==> src/rtl/dma_pkg.sv <==
// Shared types and default widths for the bus DMA master.
// Contents: FSM state enum, default address/data widths, transfer size width.
package dma_pkg;

  localparam int unsigned AW_DEF = 8;
  localparam int unsigned DW_DEF = 32;
  localparam int unsigned SIZE_W = 8;

  typedef enum logic [2:0] {
    IDLE,
    REQ,
    RD,
    CAP,
    WR,
    DONE
  } state_t;

endpackage

==> src/rtl/dma_chunk_buf.sv <==
// Chunk buffer for the DMA master: DEPTH x DW registers, no reset on data.
// Ports: clk; we/widx/wdata write port; ridx index with combinational rdata_c.
module dma_chunk_buf #(
  parameter int unsigned DEPTH = 4,
  parameter int unsigned DW    = 32,
  localparam int unsigned IDX_W = $clog2(DEPTH)
) (
  input  logic             clk,
  input  logic             we,
  input  logic [IDX_W-1:0] widx,
  input  logic [DW-1:0]    wdata,
  input  logic [IDX_W-1:0] ridx,
  output logic [DW-1:0]    rdata_c
);

  logic [DW-1:0] mem [DEPTH];

  always_ff @(posedge clk) begin
    if (we) mem[widx] <= wdata;
  end

  assign rdata_c = mem[ridx];

endmodule

==> src/rtl/bus_dma_master.sv <==
// Single-channel DMA bus master: copies `size` words from src to dst in
// chunks of up to BUF_DEPTH words (read chunk into buffer, then write it out).
// Ports: clk, reset_n (async, active low); start/src_addr/dst_addr/size launch;
//   busy, done status; m_req/m_grant/m_wr/m_address/m_dout/m_din bus master port.
// Optional: define DMA_IRQ_EN to add the sticky irq output and irq_clr input.
// All outputs are registered from next-state values so they line up with the
// state they belong to.
module bus_dma_master
  import dma_pkg::*;
#(
  parameter int unsigned AW        = AW_DEF,
  parameter int unsigned DW        = DW_DEF,
  parameter int unsigned BUF_DEPTH = 4
) (
  input  logic              clk,
  input  logic              reset_n,
  input  logic              start,
  input  logic [AW-1:0]     src_addr,
  input  logic [AW-1:0]     dst_addr,
  input  logic [SIZE_W-1:0] size,
  output logic              busy,
  output logic              done,
  output logic              m_req,
  input  logic              m_grant,
  output logic              m_wr,
  output logic [AW-1:0]     m_address,
  output logic [DW-1:0]     m_dout,
  input  logic [DW-1:0]     m_din
`ifdef DMA_IRQ_EN
  ,
  output logic              irq,
  input  logic              irq_clr
`endif
);

  localparam int unsigned IDX_W = $clog2(BUF_DEPTH);
  localparam int unsigned LEN_W = IDX_W + 1;

  state_t            state, state_nx;
  logic [IDX_W-1:0]  idx, idx_nx;
  logic [LEN_W-1:0]  len, len_nx;
  logic [AW-1:0]     src, src_nx, dst, dst_nx;
  logic [SIZE_W-1:0] rem, rem_nx, rem_left;
  logic              last;
  logic              buf_we;
  logic [IDX_W-1:0]  buf_widx;
  logic [DW-1:0]     buf_rdata_c;
  logic              busy_nx, done_nx, m_req_nx, m_wr_nx;
  logic [AW-1:0]     m_address_nx;
  logic [DW-1:0]     m_dout_nx;

  function automatic logic [LEN_W-1:0] chunk_len(input logic [SIZE_W-1:0] r);
    return (r > SIZE_W'(BUF_DEPTH)) ? LEN_W'(BUF_DEPTH) : LEN_W'(r);
  endfunction

  dma_chunk_buf #(.DEPTH(BUF_DEPTH), .DW(DW)) u_buf (
    .clk     (clk),
    .we      (buf_we),
    .widx    (buf_widx),
    .wdata   (m_din),
    .ridx    (idx_nx),
    .rdata_c (buf_rdata_c)
  );

  // Next state, chunk bookkeeping and buffer capture.
  always_comb begin
    state_nx = state;
    idx_nx   = idx;
    len_nx   = len;
    src_nx   = src;
    dst_nx   = dst;
    rem_nx   = rem;
    buf_we   = 1'b0;
    buf_widx = idx - IDX_W'(1);
    rem_left = rem - SIZE_W'(len);
    last     = (LEN_W'(idx) == len - LEN_W'(1));
    case (state)
      IDLE: begin
        if (start) begin
          if (size == '0) begin
            state_nx = DONE;
          end else begin
            src_nx   = src_addr;
            dst_nx   = dst_addr;
            rem_nx   = size;
            state_nx = REQ;
          end
        end
      end
      REQ: begin
        if (m_grant) begin
          len_nx   = chunk_len(rem);
          idx_nx   = '0;
          state_nx = RD;
        end
      end
      RD: begin
        if (!m_grant) begin
          state_nx = REQ;
        end else begin
          // m_din now carries the word addressed in the previous cycle
          buf_we = (idx != '0);
          if (last) state_nx = CAP;
          else      idx_nx   = idx + IDX_W'(1);
        end
      end
      CAP: begin
        if (!m_grant) begin
          state_nx = REQ;
        end else begin
          buf_we   = 1'b1;
          buf_widx = IDX_W'(len - LEN_W'(1));
          idx_nx   = '0;
          state_nx = WR;
        end
      end
      WR: begin
        if (!m_grant) begin
          state_nx = REQ;
        end else if (last) begin
          // Chunk complete: only now commit the transfer progress
          src_nx = src + AW'(len);
          dst_nx = dst + AW'(len);
          rem_nx = rem_left;
          idx_nx = '0;
          if (rem_left != '0) begin
            len_nx   = chunk_len(rem_left);
            state_nx = RD;
          end else begin
            state_nx = DONE;
          end
        end else begin
          idx_nx = idx + IDX_W'(1);
        end
      end
      DONE:    state_nx = IDLE;
      default: state_nx = IDLE;
    endcase
  end

  // Output values for the upcoming state.
  always_comb begin
    busy_nx      = (state_nx != IDLE);
    done_nx      = (state_nx == DONE);
    m_req_nx     = (state_nx inside {REQ, RD, CAP, WR});
    m_wr_nx      = (state_nx == WR);
    m_address_nx = '0;
    m_dout_nx    = '0;
    case (state_nx)
      RD, CAP: m_address_nx = src_nx + AW'(idx_nx);
      WR: begin
        m_address_nx = dst_nx + AW'(idx_nx);
        // A one-word chunk enters WR on the same edge its word is captured
        m_dout_nx = (buf_we && (buf_widx == idx_nx)) ? m_din : buf_rdata_c;
      end
      default: ;
    endcase
  end

  // State register.
  always_ff @(posedge clk or negedge reset_n) begin
    if (!reset_n) state <= IDLE;
    else          state <= state_nx;
  end

  // Datapath and registered outputs.
  always_ff @(posedge clk or negedge reset_n) begin
    if (!reset_n) begin
      idx       <= '0;
      len       <= '0;
      src       <= '0;
      dst       <= '0;
      rem       <= '0;
      busy      <= 1'b0;
      done      <= 1'b0;
      m_req     <= 1'b0;
      m_wr      <= 1'b0;
      m_address <= '0;
      m_dout    <= '0;
    end else begin
      idx       <= idx_nx;
      len       <= len_nx;
      src       <= src_nx;
      dst       <= dst_nx;
      rem       <= rem_nx;
      busy      <= busy_nx;
      done      <= done_nx;
      m_req     <= m_req_nx;
      m_wr      <= m_wr_nx;
      m_address <= m_address_nx;
      m_dout    <= m_dout_nx;
    end
  end

`ifdef DMA_IRQ_EN
  // Sticky completion interrupt; setting wins over a simultaneous clear.
  always_ff @(posedge clk or negedge reset_n) begin
    if (!reset_n)           irq <= 1'b0;
    else if (state == DONE) irq <= 1'b1;
    else if (irq_clr)       irq <= 1'b0;
  end
`endif

endmodule
==> config.mk <==
export PLATFORM = sky130hd
export DESIGN_NAME = bus_dma_master
export DESIGN_NICKNAME = d
export VERILOG_FILES = /design/src/rtl/dma_pkg.sv /design/src/rtl/dma_chunk_buf.sv /design/src/rtl/bus_dma_master.sv
export SDC_FILE = /design/constraint.sdc
export NUM_CORES = 1
export LEC_CHECK = 0
export CAP_MARGIN = 20
export CORE_UTILIZATION = 35
export CTS_CLUSTER_DIAMETER = 40
export DETAILED_ROUTE_END_ITERATION = 7
export PLACE_DENSITY_LB_ADDON = 0.05
export SLEW_MARGIN = 5
export SYNTH_ARGS = -nofsm -noshare
export SYNTH_HDL_FRONTEND = slang
export SYNTH_SLANG_ARGS = --single-unit
==> constraint.sdc <==
create_clock -name clk -period 4.95 [get_ports clk]
set_input_delay 0.99 -clock clk [delete_from_list [all_inputs] [get_ports clk]]
set_output_delay 0.99 -clock clk [all_outputs]
set_load 0.01 [all_outputs]
==> summary.md <==
| Metric | Value |
|---|---|
| Nature of the critical path endpoint | `flop` |
| Via density | `about 5.2` |
| CP max stage delay | `between 0.5 and 0.6 ns` |
| Die extent in x | `~160 um` |
| Library cell with the largest summed area after synthesis | `edfxtp_1` |
| TritonCTS sink count | `between 200 and 250` |
| Number of distinct library cell variants in the gate-level netlist after synthesis | `70` |
| Status | `completed` |
| Fraction of post-synthesis cell area in the top cell type by area | `about 41%` |
| Average detailed-routed wire length per instance | `about 19 um` |
| Clock Tree Root | `clkbuf_16` |
| Worst VDD drop | `~0.27 mV` |
| Post-synthesis area per instance | `approximately 12 um^2` |
| Largest fanout on the critical path | `13` |
| Clock period minus worst slack | `approximately 4.2 ns` |
| Initial drt markers | `316` |
| Clock buffer count from CTS | `34` |
| Portion of total power attributed to the clock network | `between 30% and 40%` |
| Top post-synthesis cells by area | `edfxtp_1 (41%), dfrtp_1 (20%), nand2_1 (5.6%)` |
| GRT overflow | `0` |
| H-tree depth | `2` |
| Pin count of the biggest net entering global routing | `66` |
| Sw Pwr | `about 0.0024 W` |
| Final setup TNS | `0 ns` |
| DR vias | `about 6600` |
| Number of global-route vias before repair | `between 6000 and 7000` |
| Number of antenna violations at the first check in global routing | `0` |
| Part of the power in combinational logic | `around 32%` |
| Leakage power | `4.47 nW` |
| Final worst slack | `around 0.70 ns` |
| Internal Dissipation | `between 0.004 and 0.005 W` |
| DRC violation count after routing | `0` |
| Slowest CP cell | `dfrtp_1` |
| Crit path max-delay family | `compound AO/OA/AOI/OAI gates` |
| Worst-margin pin slew | `0.779 ns` |
| Post-synth EDFFs | `roughly 130` |
| Proportion of power drawn by flip-flops and latches | `between 30% and 40%` |
| First-pass GRT wire length | `approximately 37 mm` |
| Clock-pin slew reported for the worst setup and hold paths after clock tree synthesis | `0.05 ns` |
| Post-detail-place hpwl | `roughly 14 mm` |
| Count of final setup violators | `0` |
| Cell count after synthesis | `roughly 780` |
| Number of buffers inserted by port buffering | `about 100` |
| Sw Share | `roughly a third` |
| Sequential cell area fraction in the yosys report | `61.8%` |
| CP Data Required Time | `5.29 ns` |
| Routed wire length | `approximately 24 mm` |
| Number of buffers added to fix hold violations after cts | `0` |
| Ratio of total power to cell area | `slightly below 600 mW/mm^2` |
| Die ar. | `0.0272 mm^2` |
| Crit path DAT | `4.59 ns` |
| Syn. warnings | `0` |
| Cell row count | `59` |
| Routability congestion estimate from global placement | `0.853` |
| Relative max-transition margin | `between 40% and 50%` |
| Core Footprint | `0.0261 mm^2` |
| Nets in the synthesized netlist | `862` |
| Number of flip-flops and latches in the synthesized netlist | `~200` |
| CTS tree | `yes` |
| Total GRT Usage | `18.0%` |
| Final net count | `about 1000` |
| Post-synthesis async set-or-reset flop share | `37.3%` |
| Category of the worst setup path launch point | `flop` |
| Final-report hold violation count | `0` |
| RSZ-0062 raised after global routing | `false` |
| Final-report max-slew violation count | `0` |
| Top_reg_cell synth | `edfxtp_1` |
| Growth of design area from synthesis to finish | `28.9%` |
| Bufs and invs on worst path | `2` |
| I/O pins | `~100` |
| Fraction of final layout cells sized beyond drive strength 1 | `about 11%` |
| Initial Utilization | `between 30% and 40%` |
| Detailed Routing Iterations Pass 1 | `4` |
| Setup slack after placement | `between 0.4 and 0.5 ns` |
| Final Skew | `~0.018 ns` |
| Remaining antenna violation count after routing | `0` |
| Max frequency | `235 MHz` |
| Cell-by-cell trace of the critical path | `inv_1 > fa_1 > a211oi_1 > xnor2_1 > o211ai_1 > or3_1 > and2_1 > or2_4 > inv_4 > nor2_1 > a31oi_1 > ha_1 > a21o_1 > nand4_1 > xor2_1 > o22ai_1` |
| Area of the mapped netlist | `a little over 0.009 mm^2` |
| Post-CTS setup buffers | `0` |
| Insertion delay of the later-clocked pin in the worst-skew pair | `0.51 ns` |
| Type of the setup path with the least slack | `reg -> reg` |
| Height of the die | `165 um` |
| Maximum buffer depth of the clock tree | `3` |
| Antenna diode instance count | `0` |
| Final clock period utilization by the worst path | `between 80% and 90%` |
| Max-capacitance violation count | `0` |
| Number of gates resized after cts | `0` |
| Class of the tightest hold or removal check | `reg -> reg` |
[cells by family after synthesis]
logic type / share of synthesized area, %
buffers and inverters: 3.47
DFF: 61.8
muxes: 1.23
xor gates and xnor gates: 1.98
and+or+nand+nor: 13.1
AOI/OAI and AO/OA: 15.7
adders and majority gates: 2.75
[state kept, by name, summed over array words and instances (netlist names)]
register / flops
u_buf.mem: 128
m_dout: 32
dst: 8
m_address: 8
rem: 8
src: 8
len: 3
state: 3
idx: 2
busy: 1
done: 1
m_req: 1
m_wr: 1
[layer usage]
metal	part of all wire, %	GRT usage, %	wire length, um	up-vias
li1	-	-	-	3132
met1	45	23.6	10700	3247
met2	48	29.7	11300	168
met3	4.8	3.49	1130	40
met4	2.2	5.80	518	0
met5	0	0	0	-
[cell usage in the layout (no fill, tap or decap), types with 5 or more instances in the layout]
cell type / count
a21oi_1: 51
buf_4: 17
inv_1: 22
bufinv_16: 7
clkbuf_16: 35
a31oi_1: 6
nor4_1: 5
mux2i_1: 8
a21o_1: 5
a311o_1: 32
a211oi_1: 34
ha_1: 14
nor2_1: 23
and2_1: 34
clkdlybuf4s50_1: 102
nor3_1: 11
xor2_1: 12
nand3_1: 10
edfxtp_1: 128
a22oi_1: 8
xnor2_1: 9
o22ai_1: 6
o21ai_0: 19
o211ai_1: 7
dfrtp_1: 76
nand2_1: 139
[metrics by stage]
step,hold WS [ns],instances,util [%],cell area (um^2),power (W)
5_1_grt,0.558,1255,46.0,12000,0.00756
3_3_place_gp,0.508,1193,41.2,10700,0.00462
3_5_place_dp,0.508,1193,41.2,10700,0.00464
2_1_floorplan,0.470,784,-,9290,0.00390
6_report,0.529,1255,46.0,12000,0.00713
4_1_cts,0.522,1255,46.0,12000,0.00722
[worst paths after layout]
check	startpoint	endpoint	slack, ns	depth (start not counted)
max in group asynchronous	reset_n	dst[4]	3.51	2
setup reg to reg	len[1]	m_address[7]	0.70	16
min in group asynchronous	reset_n	src[6]	0.56	1
hold / removal	src[0]	src[0]	0.53	2
hold reg to reg	src[0]	src[0]	0.53	2
setup / recovery	len[1]	m_address[7]	0.70	16
[worst reg2reg max path, delay by kind of cell (launching register included)]
family / cells / cell delay, ns
AOI/OAI and AO/OA: 5 / 1.09
and+or+nand+nor: 5 / 0.99
adders and majority gates: 2 / 0.80
DFF: 1 / 0.51
xor gates and xnor gates: 2 / 0.36
buffers and inverters: 2 / 0.33
[power groups by stage]
stage / sequential (W) / clock, W / combinational [W]
after floorplan: 0.00228 / 0 / 0.00162
after global placement: 0.00232 / 0 / 0.00229
after detailed placement: 0.00233 / 0 / 0.00231
after CTS: 0.00230 / 0.00258 / 0.00233
after global routing: 0.00233 / 0.00265 / 0.00258
final: 0.00230 / 0.00253 / 0.00230
[final cells by class]
type,count,area [um^2]
fill,2391,14100
sequential,204,5750
multi-input combinational,508,3280
timing repair buffer,121,1190
clock buffer,37,893
tap,335,419
clock inverter,25,353
inverter,25,96.3
[cell usage after synthesis, types with 4 or more instances]
library cell	instances
nand3_1	10
a21oi_1	51
fa_1	4
buf_2	16
mux2i_1	8
clkbuf_1	25
xnor2_1	9
nor4_1	5
a311o_1	32
a31oi_1	6
o21ai_0	19
a32oi_1	4
ha_1	14
a21o_1	5
nor2_1	27
xor2_1	12
a22oi_1	8
dfrtp_1	76
inv_1	23
buf_4	4
nand2_1	139
o22ai_1	6
nor2b_1	4
nor3_1	11
edfxtp_1	128
o211ai_1	7
and3_1	4
and2_1	34
a211oi_1	34
Note: power is estimated with default switching activity, not from simulation.
